==> src/rtl/pc_gen_if.sv <==
// -----------------------------------------------------------------------------
// pc_gen_if
//   Bundle of fetch-control signals between the core front end and pc_gen.
//
//   master : front-end control side. Drives stall and the redirect requests,
//            and observes the PC outputs.
//   slave  : pc_gen side. Consumes stall and the redirects, and drives the
//            PC and status outputs.
//
//   stall            : hold PC this cycle
//   redirect_valid   : per-channel redirect request (channel 0 highest)
//   redirect_target  : channel i target at [i*WIDTH +: WIDTH]
//   pc               : registered PC of the instruction being returned
//   pc_next          : value pc takes at the next edge (imem read address)
//   reset_active     : reset or reset-stretch still in progress
//   redirect_pending : a redirect captured during a stall is waiting
//   misaligned       : low alignment bits of pc are non-zero
// -----------------------------------------------------------------------------
interface pc_gen_if #(
  parameter int WIDTH        = 32,
  parameter int NUM_REDIRECT = 2
);
  logic                          stall;
  logic [NUM_REDIRECT-1:0]       redirect_valid;
  logic [NUM_REDIRECT*WIDTH-1:0] redirect_target;
  logic [WIDTH-1:0]              pc;
  logic [WIDTH-1:0]              pc_next;
  logic                          reset_active;
  logic                          redirect_pending;
  logic                          misaligned;

  modport master (
    output stall,
    output redirect_valid,
    output redirect_target,
    input  pc,
    input  pc_next,
    input  reset_active,
    input  redirect_pending,
    input  misaligned
  );

  modport slave (
    input  stall,
    input  redirect_valid,
    input  redirect_target,
    output pc,
    output pc_next,
    output reset_active,
    output redirect_pending,
    output misaligned
  );
endinterface

==> src/rtl/pc_gen.sv <==
// -----------------------------------------------------------------------------
// pc_gen
//   Fetch program-counter generator. It holds the fetch PC and stretches reset
//   for RESET_HOLD cycles after rst falls, so instruction memory sees a stable
//   reset vector. It also arbitrates prioritised redirects, where channel 0 wins.
//   A redirect that arrives during a stall is buffered and applied when the
//   stall releases.
//
//   Ports:
//     clk : rising-edge clock
//     rst : asynchronous, active-high reset
//     bus : pc_gen_if.slave. The interface file lists each signal.
// -----------------------------------------------------------------------------
module pc_gen #(
  parameter int               WIDTH        = 32,
  parameter logic [WIDTH-1:0] RESET_PC     = {WIDTH{1'b0}},
  parameter int               RESET_HOLD   = 1,
  parameter int unsigned      INC          = 4,
  parameter int               NUM_REDIRECT = 2,
  parameter int               ALIGN_BITS   = 2
) (
  input  logic     clk,
  input  logic     rst,
  pc_gen_if.slave  bus
);

  // The hold counter must be able to store RESET_HOLD. It keeps at least one
  // bit so that RESET_HOLD = 0 still gives a legal vector.
  localparam int CNT_W = (RESET_HOLD > 0) ? $clog2(RESET_HOLD + 1) : 1;

  logic [WIDTH-1:0] pc_q;
  logic [WIDTH-1:0] pc_d;
  logic [CNT_W-1:0] cnt_q;
  logic [CNT_W-1:0] cnt_d;
  logic             pend_q;
  logic             pend_d;
  logic [WIDTH-1:0] pend_tgt_q;
  logic [WIDTH-1:0] pend_tgt_d;

  logic             hold_s;
  logic             any_s;
  logic [WIDTH-1:0] sel_tgt_s;

  // Priority select: the scan runs from the highest index down, so the lowest
  // valid index is written last and wins.
  always_comb begin
    sel_tgt_s = {WIDTH{1'b0}};
    for (int i = NUM_REDIRECT - 1; i >= 0; i--) begin
      sel_tgt_s = bus.redirect_valid[i] ? bus.redirect_target[i*WIDTH +: WIDTH]
                                        : sel_tgt_s;
    end
  end

  assign any_s  = |bus.redirect_valid;
  // Reset, or the stretch counter still running. No request is honoured here.
  assign hold_s = rst | (cnt_q != {CNT_W{1'b0}});

  // Next-state logic: the hold phase first, then the run-phase priority cases.
  always_comb begin
    pc_d       = pc_q;
    cnt_d      = cnt_q;
    pend_d     = pend_q;
    pend_tgt_d = pend_tgt_q;
    if (hold_s) begin
      // Requests are dropped during the hold phase, and pend stays clear.
      pc_d   = RESET_PC;
      pend_d = 1'b0;
      if (cnt_q != {CNT_W{1'b0}}) begin
        cnt_d = cnt_q - CNT_W'(1);
      end else begin
        cnt_d = cnt_q;
      end
    end else if (bus.stall && any_s) begin
      // The newest stalled request overwrites any older buffered one.
      pc_d       = pc_q;
      pend_d     = 1'b1;
      pend_tgt_d = sel_tgt_s;
    end else if (bus.stall) begin
      pc_d = pc_q;
    end else if (any_s) begin
      // A live redirect beats a buffered one, and the buffered one is dropped.
      pc_d   = sel_tgt_s;
      pend_d = 1'b0;
    end else if (pend_q) begin
      pc_d   = pend_tgt_q;
      pend_d = 1'b0;
    end else begin
      // This add wraps modulo 2^WIDTH.
      pc_d = pc_q + WIDTH'(INC);
    end
  end

  // State registers with asynchronous reset. A rising rst clears any buffered
  // redirect at once.
  always_ff @(posedge clk or posedge rst) begin
    if (rst) begin
      pc_q       <= RESET_PC;
      cnt_q      <= CNT_W'(RESET_HOLD);
      pend_q     <= 1'b0;
      pend_tgt_q <= {WIDTH{1'b0}};
    end else begin
      pc_q       <= pc_d;
      cnt_q      <= cnt_d;
      pend_q     <= pend_d;
      pend_tgt_q <= pend_tgt_d;
    end
  end

  assign bus.pc               = pc_q;
  assign bus.pc_next          = pc_d;
  assign bus.reset_active     = hold_s;
  assign bus.redirect_pending = pend_q;

  // misaligned depends only on registered pc. Targets are never masked; a bad
  // target is only reported here.
  generate
    if (ALIGN_BITS > 0) begin : g_align
      assign bus.misaligned = |pc_q[ALIGN_BITS-1:0];
    end else begin : g_noalign
      assign bus.misaligned = 1'b0;
    end
  endgenerate

endmodule

==> src/flat_wrapper.sv <==
// flat-port wrapper written by rule: the top's interface ports become plain ports
module pc_gen_flat 
#(
  parameter int               WIDTH        = 32,
  parameter logic [WIDTH-1:0] RESET_PC     = {WIDTH{1'b0}},
  parameter int               RESET_HOLD   = 1,
  parameter int unsigned      INC          = 4,
  parameter int               NUM_REDIRECT = 2,
  parameter int               ALIGN_BITS   = 2
)
  (clk, rst, bus_stall, bus_redirect_valid, bus_redirect_target, bus_pc, bus_pc_next, bus_reset_active, bus_redirect_pending, bus_misaligned);
  pc_gen_if #(.WIDTH(WIDTH), .NUM_REDIRECT(NUM_REDIRECT)) bus_i ();
  input  logic clk;
  input  logic rst;
  input wire logic [$bits(bus_i.stall)-1:0] bus_stall;
  input wire logic [$bits(bus_i.redirect_valid)-1:0] bus_redirect_valid;
  input wire logic [$bits(bus_i.redirect_target)-1:0] bus_redirect_target;
  output wire logic [$bits(bus_i.pc)-1:0] bus_pc;
  output wire logic [$bits(bus_i.pc_next)-1:0] bus_pc_next;
  output wire logic [$bits(bus_i.reset_active)-1:0] bus_reset_active;
  output wire logic [$bits(bus_i.redirect_pending)-1:0] bus_redirect_pending;
  output wire logic [$bits(bus_i.misaligned)-1:0] bus_misaligned;
  assign bus_i.stall = bus_stall;
  assign bus_i.redirect_valid = bus_redirect_valid;
  assign bus_i.redirect_target = bus_redirect_target;
  assign bus_pc = bus_i.pc;
  assign bus_pc_next = bus_i.pc_next;
  assign bus_reset_active = bus_i.reset_active;
  assign bus_redirect_pending = bus_i.redirect_pending;
  assign bus_misaligned = bus_i.misaligned;
  pc_gen #(.WIDTH(WIDTH), .RESET_PC(RESET_PC), .RESET_HOLD(RESET_HOLD), .INC(INC), .NUM_REDIRECT(NUM_REDIRECT), .ALIGN_BITS(ALIGN_BITS)) u_core (.clk(clk), .rst(rst), .bus(bus_i));
endmodule
==> config.mk <==
export PLATFORM = sky130hd
export DESIGN_NAME = pc_gen_flat
export DESIGN_NICKNAME = d
export VERILOG_FILES = /design/src/rtl/pc_gen_if.sv /design/src/rtl/pc_gen.sv /design/src/flat_wrapper.sv
export SDC_FILE = /design/constraint.sdc
export NUM_CORES = 1
export LEC_CHECK = 0
export BUFFER_PORTS_ARGS = -buffer_cell sky130_fd_sc_hd__clkbuf_2
export CORE_AREA = 2 2 106 98
export CTS_CLUSTER_SIZE = 30
export DETAILED_ROUTE_END_ITERATION = 6
export DIE_AREA = 0 0 108 100
export GPL_ROUTABILITY_DRIVEN = 0
export PLACE_DENSITY_LB_ADDON = 0.1
export SYNTH_ARGS = -nofsm -noshare
export SYNTH_HDL_FRONTEND = slang
export SYNTH_SLANG_ARGS = --single-unit
==> constraint.sdc <==
create_clock -name clk -period 4.5 [get_ports clk]
set_input_delay 0.9 -clock clk [delete_from_list [all_inputs] [get_ports clk]]
set_output_delay 0.9 -clock clk [all_outputs]
set_load 0.005 [all_outputs]
Word level (Yosys, flattened, before mapping)
Index checks and enable logic that the tools add are counted.
Storage, ports and cells
  ROM bits: 0
  memory bits (writable): 0
  memories: 0
  latch bits: 0
  output and inout bits: 67
  flip-flop bits (word level): 66
Cells by class
  $add $sub $neg: 2
  div/mod/pow operators: 0
  muxes and demuxes: 11
  reductions and logical operators: 4
  magnitude comparators: 0
  shift-type cells: 0
  eq/ne operators: 1
  $mul: 0
  bitwise operators: 2
Operator list (number)
  2-to-1 mux 32 bit: 7
  adder 32 x 3 -> 32 bit (second input constant): 1
  2-to-1 mux 1 bit: 4
  OR reduction 2 bit: 2
  inequality test 3 x 1 -> 1 bit (second input constant): 1
  AND reduction 2 bit: 1
  logical AND 1 bit: 1
  NOT 1 bit: 1
  OR 1 bit: 1
  subtractor 1 bit (second input constant): 1

Longest topological paths before layout
Gate-level depths: netlist of the first run.
  depth after elaboration: 6
  depth in mapped cells: 7

Worst setup path before layout of the first run
Ideal clock, no wire load.
  path kind: input-to-output
  start point: input port rst
  end point: output port bus_pc_next[18]
  data required time: 3.600 ns
  stages: 5
  slack: 1.461 ns
  data arrival time: 2.139 ns
  cell sequence: or3_1 > clkbuf_1 > or2_1 > buf_2 > o32ai_1
On the way
  cells in the longest elaborated chain, start to end: 2
RTL lines
  start, declared: line flat_wrapper.sv:14  | input logic rst;
  OR 1 bit: line pc_gen.sv:56  | assign hold_s = rst | (cnt_q != {CNT_W{1'b0}});
  2-to-1 mux 32 bit: line pc_gen.sv:64  | if (hold_s) begin
  end, declared: line flat_wrapper.sv:19  | output wire logic [$bits(bus_i.pc_next)-1:0] bus_pc_next;
No other way between the ends.

Worst setup path after layout of the first run
  start point: register u_core.pc_q[2] (netlist: u_core.bus.pc[2])
  end point: output port bus_pc_next[26]
On the way
  cells in the longest elaborated chain, start to end: 6
RTL lines
  start, declared: line pc_gen.sv:31  | logic [WIDTH-1:0] pc_q;
  start signal, assigned: line pc_gen.sv:102  | pc_q <= pc_d;
  adder 32 x 3 -> 32 bit: line pc_gen.sv:89  | pc_d = pc_q + WIDTH'(INC);
  2-to-1 mux 32 bit: line pc_gen.sv:84  | end else if (pend_q) begin
  2-to-1 mux 32 bit: line pc_gen.sv:80  | end else if (any_s) begin
  2-to-1 mux 32 bit: line pc_gen.sv:78  | end else if (bus.stall) begin
  2-to-1 mux 32 bit: line pc_gen.sv:73  | end else if (bus.stall && any_s) begin
  2-to-1 mux 32 bit: line pc_gen.sv:64
No other way between the ends.

==> results.md, run 1 <==
Floorplan:
- The effective utilization at floorplan is a little over two fifths.
- From bottom edge to top edge, the die measures around 100 um.
- The die is 108 um wide.
- Row generation in the floorplan step produced 35 rows.
- The full die area is 10800 um^2.
- The core area is about 10000 um^2.
- The I/O pin total is 136.

Setup path:
- The type of the worst setup path is reg2out.
- STA puts the critical path data required time at approximately 3.6 ns.
- The critical path capture point type is a primary output.
- The number of cell instances on the worst register-to-register path is 6.
- The worst setup path is launched from a flip-flop.
- Of all nets on the critical path, the largest fanout is 7.
- The arrival time at the worst endpoint is about 2.8 ns.

Synthesis:
- The synthesized design contains 0 enable-type register cells.
- The Yosys step of the flow raised 0 warnings.
- The average instance in the mapped netlist occupies 8.42 um^2.
- The most repeated cell in the gate-level netlist after synthesis is dfrtp_1.
- The portion of the post-synthesis area used by sequential elements is 39.0%.
- The post-synthesis net count is 573.
- For this run, asynchronously set or reset flops after synthesis account for 100%.
- The number of distinct standard cells referenced by the synthesized netlist is 55.
- The library cell with the largest summed area after synthesis is dfrtp_1.
- The share of the synthesized area in the top cell type is 38.4%.
- Synthesis produced a netlist whose cell count is 503.
- In the post-synthesis netlist, the biggest area contributors are dfrtp_1 38%, a21oi_1 5.8%, o21ai_0 4.5%.
- In this run the cell area of the synthesized design comes to between 4000 and 5000 um^2.
- The post-synthesis sequential element count is 66.
- The most used flip-flop cell after synthesis is dfrtp_1.
- Sorting the synthesized cells by how often they occur yields 65 x dfrtp_1, 49 x a21oi_1, 43 x nand2_1.

STA:
- The headroom to the max-slew limit is about 22%.
- The worst-case setup margin in the final layout is between 0.8 and 0.9 ns.
- The minimum period implied by the final worst setup slack is roughly 3.7 ns.
- The count of final hold-check violations is 0.
- For the final routed database, the setup TNS stands at 0 ns.
- The max-slew violation total from the final report is 0.
- In the finished design, the share of the clock period the worst path needs comes to ~82%.
- Static timing analysis puts the maximum clock frequency at between 0.2 and 0.3 GHz.
- On the final layout, the worst clock skew is approximately 0.0084 ns.
- Setup repair after global routing left no endpoint under its margin.
- The total setup violations reported at the end of the flow is 0.
- The measured slew at the worst slew-check pin is between 1 and 1.5 ns.

Clock tree:
- The clock latency at the later pin of the worst-skew pair is between 0.3 and 0.4 ns.
- The master cell of the clock root buffer is clkbuf_8.
- The deepest level of the CTS H-tree is 3.
- TritonCTS built the clock tree.
- The number of buffers inserted to repair setup after CTS is 0.
- Once the clock tree was built, the resizer swapped 0 gates to a different size.
- The longest clock path from root to sink contains 2 buffers.
- In this run, CTS created clock tree buffers numbering 9.
- After clock tree synthesis, the clock-pin slew on the worst setup and hold paths is ~0.07 ns.
- For this design, the sink count on the clock tree is 66.
- The number of buffers inserted for hold repair after clock tree synthesis is 0.

Power and ir drop:
- Summed over all cells, the static leakage comes to between 2 and 2.5 nW.
- The power density over the cells is 299 nW/um^2.
- Across the VDD grid, the largest voltage drop is about 0.18 mV.

Route:
- The total wire length after detailed routing is 14.6 mm.
- The detail route stage leaves a number of antenna-violating nets equal to 0.
- The violation count after the first detailed-routing iteration is 386.
- The number of vias per cell after detailed routing is 6.06.
- The routed wire length per instance is about 19 um.
- The first-pass detailed-route iteration total is 5.
- The number of DRC violations after detailed routing is 0.
- The via total after detailed routing is ~4600.

Cells and area:
- The synthesis-to-finish area growth is 22.9%.
- The finished cells cover 5200 um^2.
- In the final layout, the share of cells above drive strength 1 is 28.8%.
- The antenna diode count is 0.
- The number of fill cells in the layout is between 900 and 1000.
- The utilization of the core after routing is a little over half.
- The final layout contains between 600 and 700 nets.

Flow run:
- Across the run, the number of max-cap violations was 0.

Global routing:
- Entering global routing, the biggest net connects 45 pins.
- The global-route usage over all layers is a little over a quarter.
- After global routing the overflow that remains totals 0.
- The via count of the first global-routing pass is 4248.
- The initial antenna violation count is 0.
- The first-pass GRT wire length is between 20 and 25 mm.

Status:
- The flow ran to the end, and the final reports show no timing, DRC or antenna violations.

Hold path:
- Along the worst hold path, the cell count comes to 2.
- The classification of the worst-slack hold path is reg2reg.

Placement:
- The number of port buffers is 135.
- The placed standard-cell area is 5020 um^2.
- The HPWL after detailed placement is between 10 and 15 mm.
- The pre-CTS setup slack is about 0.92 ns.
## placed cells by master, fill, tap and decap left out, types with 14 or more instances in the layout
master,synthesis,final
a22oi_1,17,17
buf_4,0,14
a21oi_1,49,49
a31oi_1,17,17
o21ai_1,19,19
clkbuf_2,0,135
nor2_1,38,37
o21ai_0,38,38
xor2_1,15,15
dfrtp_1,65,65
nand2_1,43,43
## report_power, final
group          switching, mW  internal, mW  leakage (nW)
Combinational          0.188         0.139          1.44
Clock                  0.234         0.267        0.0962
Sequential            0.0641         0.666         0.823
## metal layers
| metal | up-vias | GRT usage [%] | wire [um] |
|---|---|---|---|
| met5 | - | 0 | 0 |
| met4 | 0 | 9.17 | 184 |
| met3 | 20 | 4.61 | 1230 |
| met2 | 237 | 42.8 | 6730 |
| met1 | 2204 | 38.4 | 6420 |
| li1 | 2126 | - | - |
## worst max-delay path: stages (launching register included)
cell and delay [ns]:
dfrtp_1 0.47, ha_1 0.26, nand3_1 0.29, nor4_4 0.59, nand3_1 0.17, xnor2_1 0.17
o32ai_1 0.31, clkbuf_2 0.18
## layout make-up
type	count	area (um^2)	area share, %
multi-input cells	383	2370	45.5
repair buffers	149	781	15.0
clock inverters	3	40.0	0.770
clock buffers	12	145	2.79
inverters	15	56.3	1.08
well taps	129	161	3.10
flip-flops and latches	66	1650	31.8
## final timing paths
| check | startpoint | end | slack, ns |
|---|---|---|---|
| worst max-delay path | u_core.bus.pc[2] | bus_pc_next[26] | 0.82 |
| worst min-delay path | u_core.pend_tgt_q[7] | u_core.pend_tgt_q[7] | 0.50 |
| worst max register to register | u_core.bus.pc[2] | u_core.bus.pc[26] | 2.12 |
| worst min register to register | u_core.pend_tgt_q[7] | u_core.pend_tgt_q[7] | 0.50 |
| max in group asynchronous | rst | u_core.cnt_q | 2.79 |
| min in group asynchronous | rst | u_core.bus.pc[0] | 0.78 |
## registers in the layout, summed over array words and instances (netlist names)
| signal | flops |
|---|---|
| u_core.bus.pc | 32 |
| u_core.pend_tgt_q | 32 |
| u_core.bus.redirect_pending | 1 |
| u_core.cnt_q | 1 |
## logic make-up after synthesis
group | after synthesis | share of synthesized area (%)
xor gates and xnor gates | 17 | 3.52
buffers and inverters | 54 | 5.11
and+or+nand+nor | 154 | 19.2
other | 1 | 0.0886
muxes | 5 | 1.18
DFF | 66 | 39.0
AOI/OAI and AO/OA | 205 | 31.5
adders and majority gates | 1 | 0.296
## through the flow
step	total power [mW]	cells	hold slack [ns]
4_1_cts	1.56	757	0.503
5_1_grt	1.64	757	0.532
6_report	1.56	757	0.499
3_5_place_dp	1.06	742	0.485
3_3_place_gp	1.05	742	0.462
2_1_floorplan	0.927	503	0.447
No activity file was read; power rests on OpenSTA's default activity.
==> run 2: changes to the inputs <==
Clock period 4.5 ns to 3.45 ns, I/O delays scaled along.
==> results.md, run 2 (synthesis gave the netlist of run 1 again) <==
Setup path:
- The slowest stage of the critical path is the dfrtp_1 cell.
- The type of the worst setup path is reg2out.
- The number of cell instances on the worst register-to-register path is 6.
- The critical path goes through ha_1 -> nand3_1 -> nor4_4 -> nand4_1 -> xor2_1 -> o32ai_1 -> clkbuf_2.
- The endpoint identified for the worst register-to-register timing path is u_core.bus.pc[24].
- The startpoint of the worst-slack reg-to-reg timing path is u_core.bus.pc[2].
- The worst setup path is launched from a flip-flop.
- Data arrives at the worst endpoint at around 2.6 ns.
- In this design, the stage delay of the slowest critical-path cell is 0.44 ns.
- The critical path capture point type is a primary output.
- For the worst setup path, the data required time is about 2.8 ns.
- The worst register-to-register path has a setup slack of between 1 and 1.5 ns.
- In this run the worst path has a maximum fanout of 6.

Cells and area:
- The most frequent standard cell in the layout excluding fill and tap cells is clkbuf_2.
- In the final design database the tool counted just over 700 nets.
- The finished layout holds 769 standard cells, fillers aside.
- The post-route standard cell area excluding fillers is 5300 um^2.
- In the final layout, the share of cells above drive strength 1 is 30.3%.
- The number of fill cells in the layout is ~950.
- 0 antenna diodes ended up in the layout.
- Relative to the synthesized area, the layout overhead comes to 25.3%.
- Cells fill approximately 54% of the core in the end.
- The library cells used most frequently in the layout, excluding fill and tap cells, are 135 x clkbuf_2, 65 x dfrtp_1, 49 x a21oi_1.

Flow run:
- The max capacitance violation total is 0.

STA:
- After layout, the worst path uses ~94% of the clock period.
- The highest clock rate is 0.309 GHz.
- The headroom to the max-slew limit is roughly half.
- Setup violations remaining at the end of the flow were counted as 0.
- The worst path needs 3.24 ns of the cycle, external delays included.
- The max-slew violation total from the final report is 0.
- The setup skew after layout is approximately 0.012 ns.
- The measured slew at the worst slew-check pin is between 0.7 and 0.8 ns.
- The aggregate negative setup slack is 0 ns.
- Setup repair after global routing could not meet its margin everywhere.
- The worst hold slack is 0.477 ns.
- The count of final hold-check violations was 0.

Status:
- The run finished with clean final reports.

Power and ir drop:
- The power spent charging and discharging nets is 0.626 mW.
- The static leakage is between 2 and 2.5 nW.
- The internal portion of the total power is 1.35 mW.
- The combinational fraction of design power is between 20% and 30%.
- The proportion of power drawn by the clock network is 29.8%.
- The net switching fraction of the power is a little under a third.
- The fraction of power consumed by sequential logic is between 40% and 50%.
- The worst-case vdd ir drop is 0.182 mV.
- Dividing total power by cell area gives a power density of 373 nW/um^2.

Floorplan:
- The overall die width is approximately 110 um.
- After floorplanning, the core was sized to cover 9850 um^2.
- The die is roughly 100 um tall.
- The I/O pin total is between 100 and 150.
- The die covers 10800 um^2.
- For this configuration, the core starts out at a cell density of 43.0%.
- The initialized floorplan defines 35 standard-cell rows.

Route:
- In this run, the number of DRC markers left after iteration 0 of detailed routing was around 340.
- The number of vias per cell after detailed routing is approximately 6.
- The pre-antenna-repair detailed-routing pass consisted of 5 iterations.
- For this block, the via count after detailed routing is roughly 4600.
- Once detail routing completed, the nets flagged for antenna violations numbered 0.
- The wire length on met2 is about 6.6 mm.
- The detailed router used layers up to and including met4.
- After detailed routing, the met3 layer carries 1.25 mm of wire.
- The number of DRC violations after detailed routing is 0.
- After detailed routing, the average wire length per cell comes to between 15 and 20 um.
- The wire length on met1 is 6.55 mm.
- Wires add up to 14.6 mm.

Global routing:
- The maximum number of pins on one net before global-route repair is 36.
- The leftover overflow at the end of global routing is 0.
- The first-pass GRT wire length is approximately 23 mm.
- The via count of the first global-routing pass is approximately 4400.
- The global-route usage over all layers is about 27%.
- The initial antenna violation count is 0.

Placement:
- The total placed cells including tap cells is around 750.
- The number of port buffers is ~140.
- The placed instances occupy a cell area of 5110 um^2.
- After legalization and detailed placement, the total HPWL measured 10.6 mm.

Clock tree:
- The clock sink total is 66.
- CTS built an H-tree with a depth of 3.
- The CTS tree is built.
- The master cell of the clock root buffer is clkbuf_8.
- The total CTS buffers is 9.
- The clock-pin transition on the worst setup and hold timing paths is approximately 0.07 ns.
- The clock latency at the later pin of the worst-skew pair is approximately 0.34 ns.
- The number of buffers on the longest clock path is 2.

Hold path:
- The classification of the worst-slack hold path is in2async.
==> run 2: changes by cell type in the layout (fill, tap and decap cells not counted), sizes merged <==
cell | previous run | this run
buf | 14 | 26
bufinv | 1 | 0
clkbuf | 147 | 148
clkinv | 2 | 1
clkinvlp | 0 | 1
==> run 2: worst max path at each step <==
stage	slack, ns	startpoint	to
2_1_floorplan	0.83	rst	bus_pc_next[18]
3_3_place_gp	0.48	rst	bus_pc_next[16]
3_5_place_dp	0.45	u_core.bus.pc[2]	bus_pc_next[24]
4_1_cts	0.06	u_core.bus.pc[2]	bus_pc_next[24]
5_1_grt	-0.007	u_core.bus.pc[2]	bus_pc_next[24]
6_report	0.21	u_core.bus.pc[2]	bus_pc_next[24]
==> run 2: power groups by stage <==
stage | Combinational, mW | Clock [mW] | Sequential [mW]
floorplan | 0.265 | 0 | 0.944
global placement | 0.425 | 0 | 0.960
detailed placement | 0.433 | 0 | 0.966
CTS | 0.435 | 0.608 | 0.951
global route | 0.485 | 0.644 | 0.966
finish | 0.434 | 0.590 | 0.955
==> run 2: metrics by stage <==
step                      worst slack [ns]  total power, mW
final                                0.209             1.98
after global routing              -0.00682             2.09
after CTS                           0.0601             1.99
after detailed placement             0.453             1.40
after global placement               0.479             1.38
after floorplan                      0.831             1.21
==> run 2: layer usage <==
metal	vias up	GRT usage [%]
li1	2155	-
met1	2220	39.4
met2	241	41.3
met3	21	4.61
met4	0	9.66
met5	-	0
==> run 2: critical path, delay by kind of cell (launching register included) <==
kind | cells | cell delay (ns)
simple gates | 3 | 0.87
flops | 1 | 0.44
compound gates | 1 | 0.29
fa+ha+maj | 1 | 0.24
xor+xnor | 1 | 0.19
buf+inv | 1 | 0.17
==> run 2: area by class of cell <==
| class | instances | area (um^2) | area share [%] |
|---|---|---|---|
| clock buffer | 13 | 159 | 3.00 |
| multi-input combinational | 383 | 2380 | 44.8 |
| sequential | 66 | 1650 | 31.2 |
| tap | 129 | 161 | 3.04 |
| timing repair buffer | 161 | 883 | 16.7 |
| inverter | 15 | 56.3 | 1.06 |
| clock inverter | 2 | 12.5 | 0.236 |
==> run 2: repair_timing <==
action / CTS / global route
buffers inserted: 0 / 1
gates resized for setup: 0 / 2
endpoints found under the hold margin: 0 / 0
hold buffers: 0 / 0
setup endpoints to repair: 0 / 6
==> run 3: changes to the inputs <==
Settings changed: HOLD_SLACK_MARGIN set to 0.08.
Clock period 3.45 ns to 2.8 ns, I/O delays scaled along.
==> results.md, run 3 (synthesis gave the netlist of run 1 again) <==
Power and ir drop:
- Summed over all nets, the switching power comes to ~0.80 mW.
- Of the total power, the share spent switching nets is a little under a third.
- The combinational fraction of design power is about 23%.
- In this run the static leakage power is between 2 and 3 nW.
- VDD sags by at most between 0.2 and 0.3 mV.
- The internal cell power is approximately 1.8 mW.
- Registers are responsible for approximately 45% of the overall power.
- The proportion of power drawn by the clock network is about a third.
- The power density over the cells is about 460 nW/um^2.

STA:
- Of the available clock period, the critical path in the final layout requires between 90% and 100%.
- For the pin with the worst max-slew slack, the measured transition is approximately 0.54 ns.
- The max-slew violation total from the final report came to 0.
- The worst pin sits at a relative slew slack of 64.2%.
- Across all hold checks on the routed design, the worst slack comes to between 0.15 and 0.2 ns.
- The total setup violations reported at the end of the flow is 0.
- Setup repair after global routing could not meet its margin everywhere.
- Clock skew on the completed layout was measured at ~0.013 ns.
- The clock period could shrink to 2.75 ns.
- The count of final hold-check violations came to 0.
- The worst-case setup margin in the final layout is about 0.05 ns.
- Static timing analysis puts the maximum clock frequency at between 0.3 and 0.4 GHz.

Global routing:
- The via count of the first global-routing pass is between 4000 and 5000.
- The first global-routing pass estimated approximately 23 mm of wire.
- Entering global routing, the biggest net connects 53 pins.
- For this run, the total global-route usage over all layers was measured as between 20% and 30%.
- After global routing the overflow that remains totals 0.
- The initial antenna violation count is 0.

Cells and area:
- The final layout net count is 733.
- Once layout is complete, the utilization of the core stands at 57.7%.
- Of the cells placed in the final design, the portion with a size suffix greater than 1 is a little under two fifths.
- The repair_antennas step left the layout with diodes totalling 0.
- The synthesis-to-finish area growth is 34.4%.
- After filler insertion, the fill cell instance count of the layout stands at 927.
- In the layout the commonest cells are 131 x clkbuf_2, 55 x dfrtp_1, 48 x a21oi_1.
- Summing all flip-flop and latch instances after layout gives 1670 um^2.
- In the final layout, the multi-input gates occupy 2470 um^2.
- The most frequent standard cell in the layout excluding fill and tap cells is clkbuf_2.

Route:
- After detailed routing, the total wire length is 15.1 mm.
- In the routed design, unresolved DRC markers number 0.
- The first-pass detailed-route iteration total is 5.
- The number of nets still failing antenna checks after routing is 0.
- The violation count after the first detailed-routing iteration is around 450.
- The routed wire length per instance is between 15 and 20 um.
- In the routed layout, each cell is associated on average with a via count of ~6.
- The via total after detailed routing is 4785.

Floorplan:
- From left edge to right edge, the die measures about 110 um.
- The vertical extent of the die is roughly 100 um.
- The full die area is about 11000 um^2.
- Row generation in the floorplan step produced 35 rows.
- In this run the count of I/O pins placed on the die edge is ~140.
- The core area is 9850 um^2.
- The effective utilization at floorplan is a little over two fifths.

Placement:
- Detailed placement ended at an HPWL of ~11 mm.
- Before CTS, the worst setup slack after placement is ~0.090 ns.
- The number of port buffers is around 140.

Clock tree:
- Clock-pin slew was measured on the worst setup and hold paths at approximately 0.080 ns.
- CTS placed an instance of clkbuf_8 at the clock tree root.
- The clock sink total is 66.
- The longest clock path from root to sink contains 2 buffers.
- Buffers inserted during clock tree synthesis total 9.
- The H-tree was split into 3 levels.
- For the worst-skew pair, the clock arrives at the later sink with an insertion delay of about 0.35 ns.
- The number of buffers inserted for hold repair after clock tree synthesis is 0.
- TritonCTS built the clock tree.

Setup path:
- The arrival time at the worst endpoint is ~2.2 ns.
- The startpoint type of the worst setup path is a flip-flop.
- The highest net fanout along the worst path is 7.
- The worst setup path is of the reg2out kind.
- The data required time of the worst path is around 2.2 ns.
- The critical path capture point type is a primary output.

Flow run:
- Max-cap violations in this run came to 0.

Hold path:
- In this run the worst hold path is classified as in2async.

Status:
- The flow ran to the end, and the final reports show no timing, DRC or antenna violations.
-- run 3: changes by cell type in the layout (fill, tap and decap cells not counted), sizes merged --
cell,previous run,this run
buf,26,57
clkbuf,148,143
bufinv,0,1
clkinvlp,1,2
-- run 3: routing by layer --
metal / wire [um] / global-route usage, % / vias to the layer above
met4: 274 / 10.8 / 0
met1: 6630 / 40.0 / 2314
met5: 0 / 0 / -
li1: - / - / 2199
met3: 1290 / 5.78 / 25
met2: 6870 / 42.1 / 247
-- run 3: area by class of cell --
| type | count | share of cell area [%] |
|---|---|---|
| clock buffers | 12 | 2.73 |
| clock inverters | 4 | 0.880 |
| inverters | 15 | 0.990 |
| multi-input cells | 383 | 43.4 |
| flip-flops and latches | 66 | 29.3 |
| well taps | 129 | 2.84 |
| repair buffers | 188 | 19.9 |
-- run 3: timing repair --
item                                    in CTS  in global routing
buffers inserted                             1                  9
gates cloned                                 0                  0
resized for setup                           10                 28
pin swaps                                    1                  7
endpoints found under the setup margin      13                 19
endpoints found under the hold margin        0                  0
-- run 3: final timing paths --
kind                                        start               endpoint  slack, ns  cells past startpoint
max                              u_core.bus.pc[3]        bus_pc_next[22]       0.05                      8
min                                           rst       u_core.bus.pc[4]       0.18                      2
max reg2reg                          u_core.cnt_q  u_core.pend_tgt_q[14]       0.76                      7
min reg2reg                  u_core.pend_tgt_q[2]   u_core.pend_tgt_q[2]       0.50                      2
max in group asynchronous                     rst      u_core.bus.pc[14]       1.96                      3
min in group clk           bus_redirect_target[4]   u_core.pend_tgt_q[4]       0.46                      3
-- run 3: critical path: stages (launching register included) --
cell and delay (ns):
dfrtp_1 0.41, ha_4 0.18, nand3_4 0.12, nor4_4 0.25, buf_6 0.18, nand4_1 0.12
xor2_1 0.18, o31ai_2 0.25, buf_2 0.15
-- run 3: power by group through the flow --
stage                     Sequential (mW)  Clock (mW)  Combinational (mW)
after detailed placement             1.18           0               0.556
after global routing                 1.18       0.909               0.652
final                                1.17       0.840               0.585
after CTS                            1.17       0.865               0.561
after global placement               1.18           0               0.546
after floorplan                      1.16           0               0.327
-- run 3: stage by stage --
stage / total power, mW / setup TNS (ns) / cell area, um^2 / std cells
floorplan: 1.49 / 0 / 4230 / 503
global placement: 1.72 / 0 / 5270 / 771
CTS: 2.59 / 0 / 5530 / 788
detailed placement: 1.74 / 0 / 5270 / 771
finish: 2.59 / 0 / 5690 / 797
global route: 2.74 / -0.216 / 5690 / 797
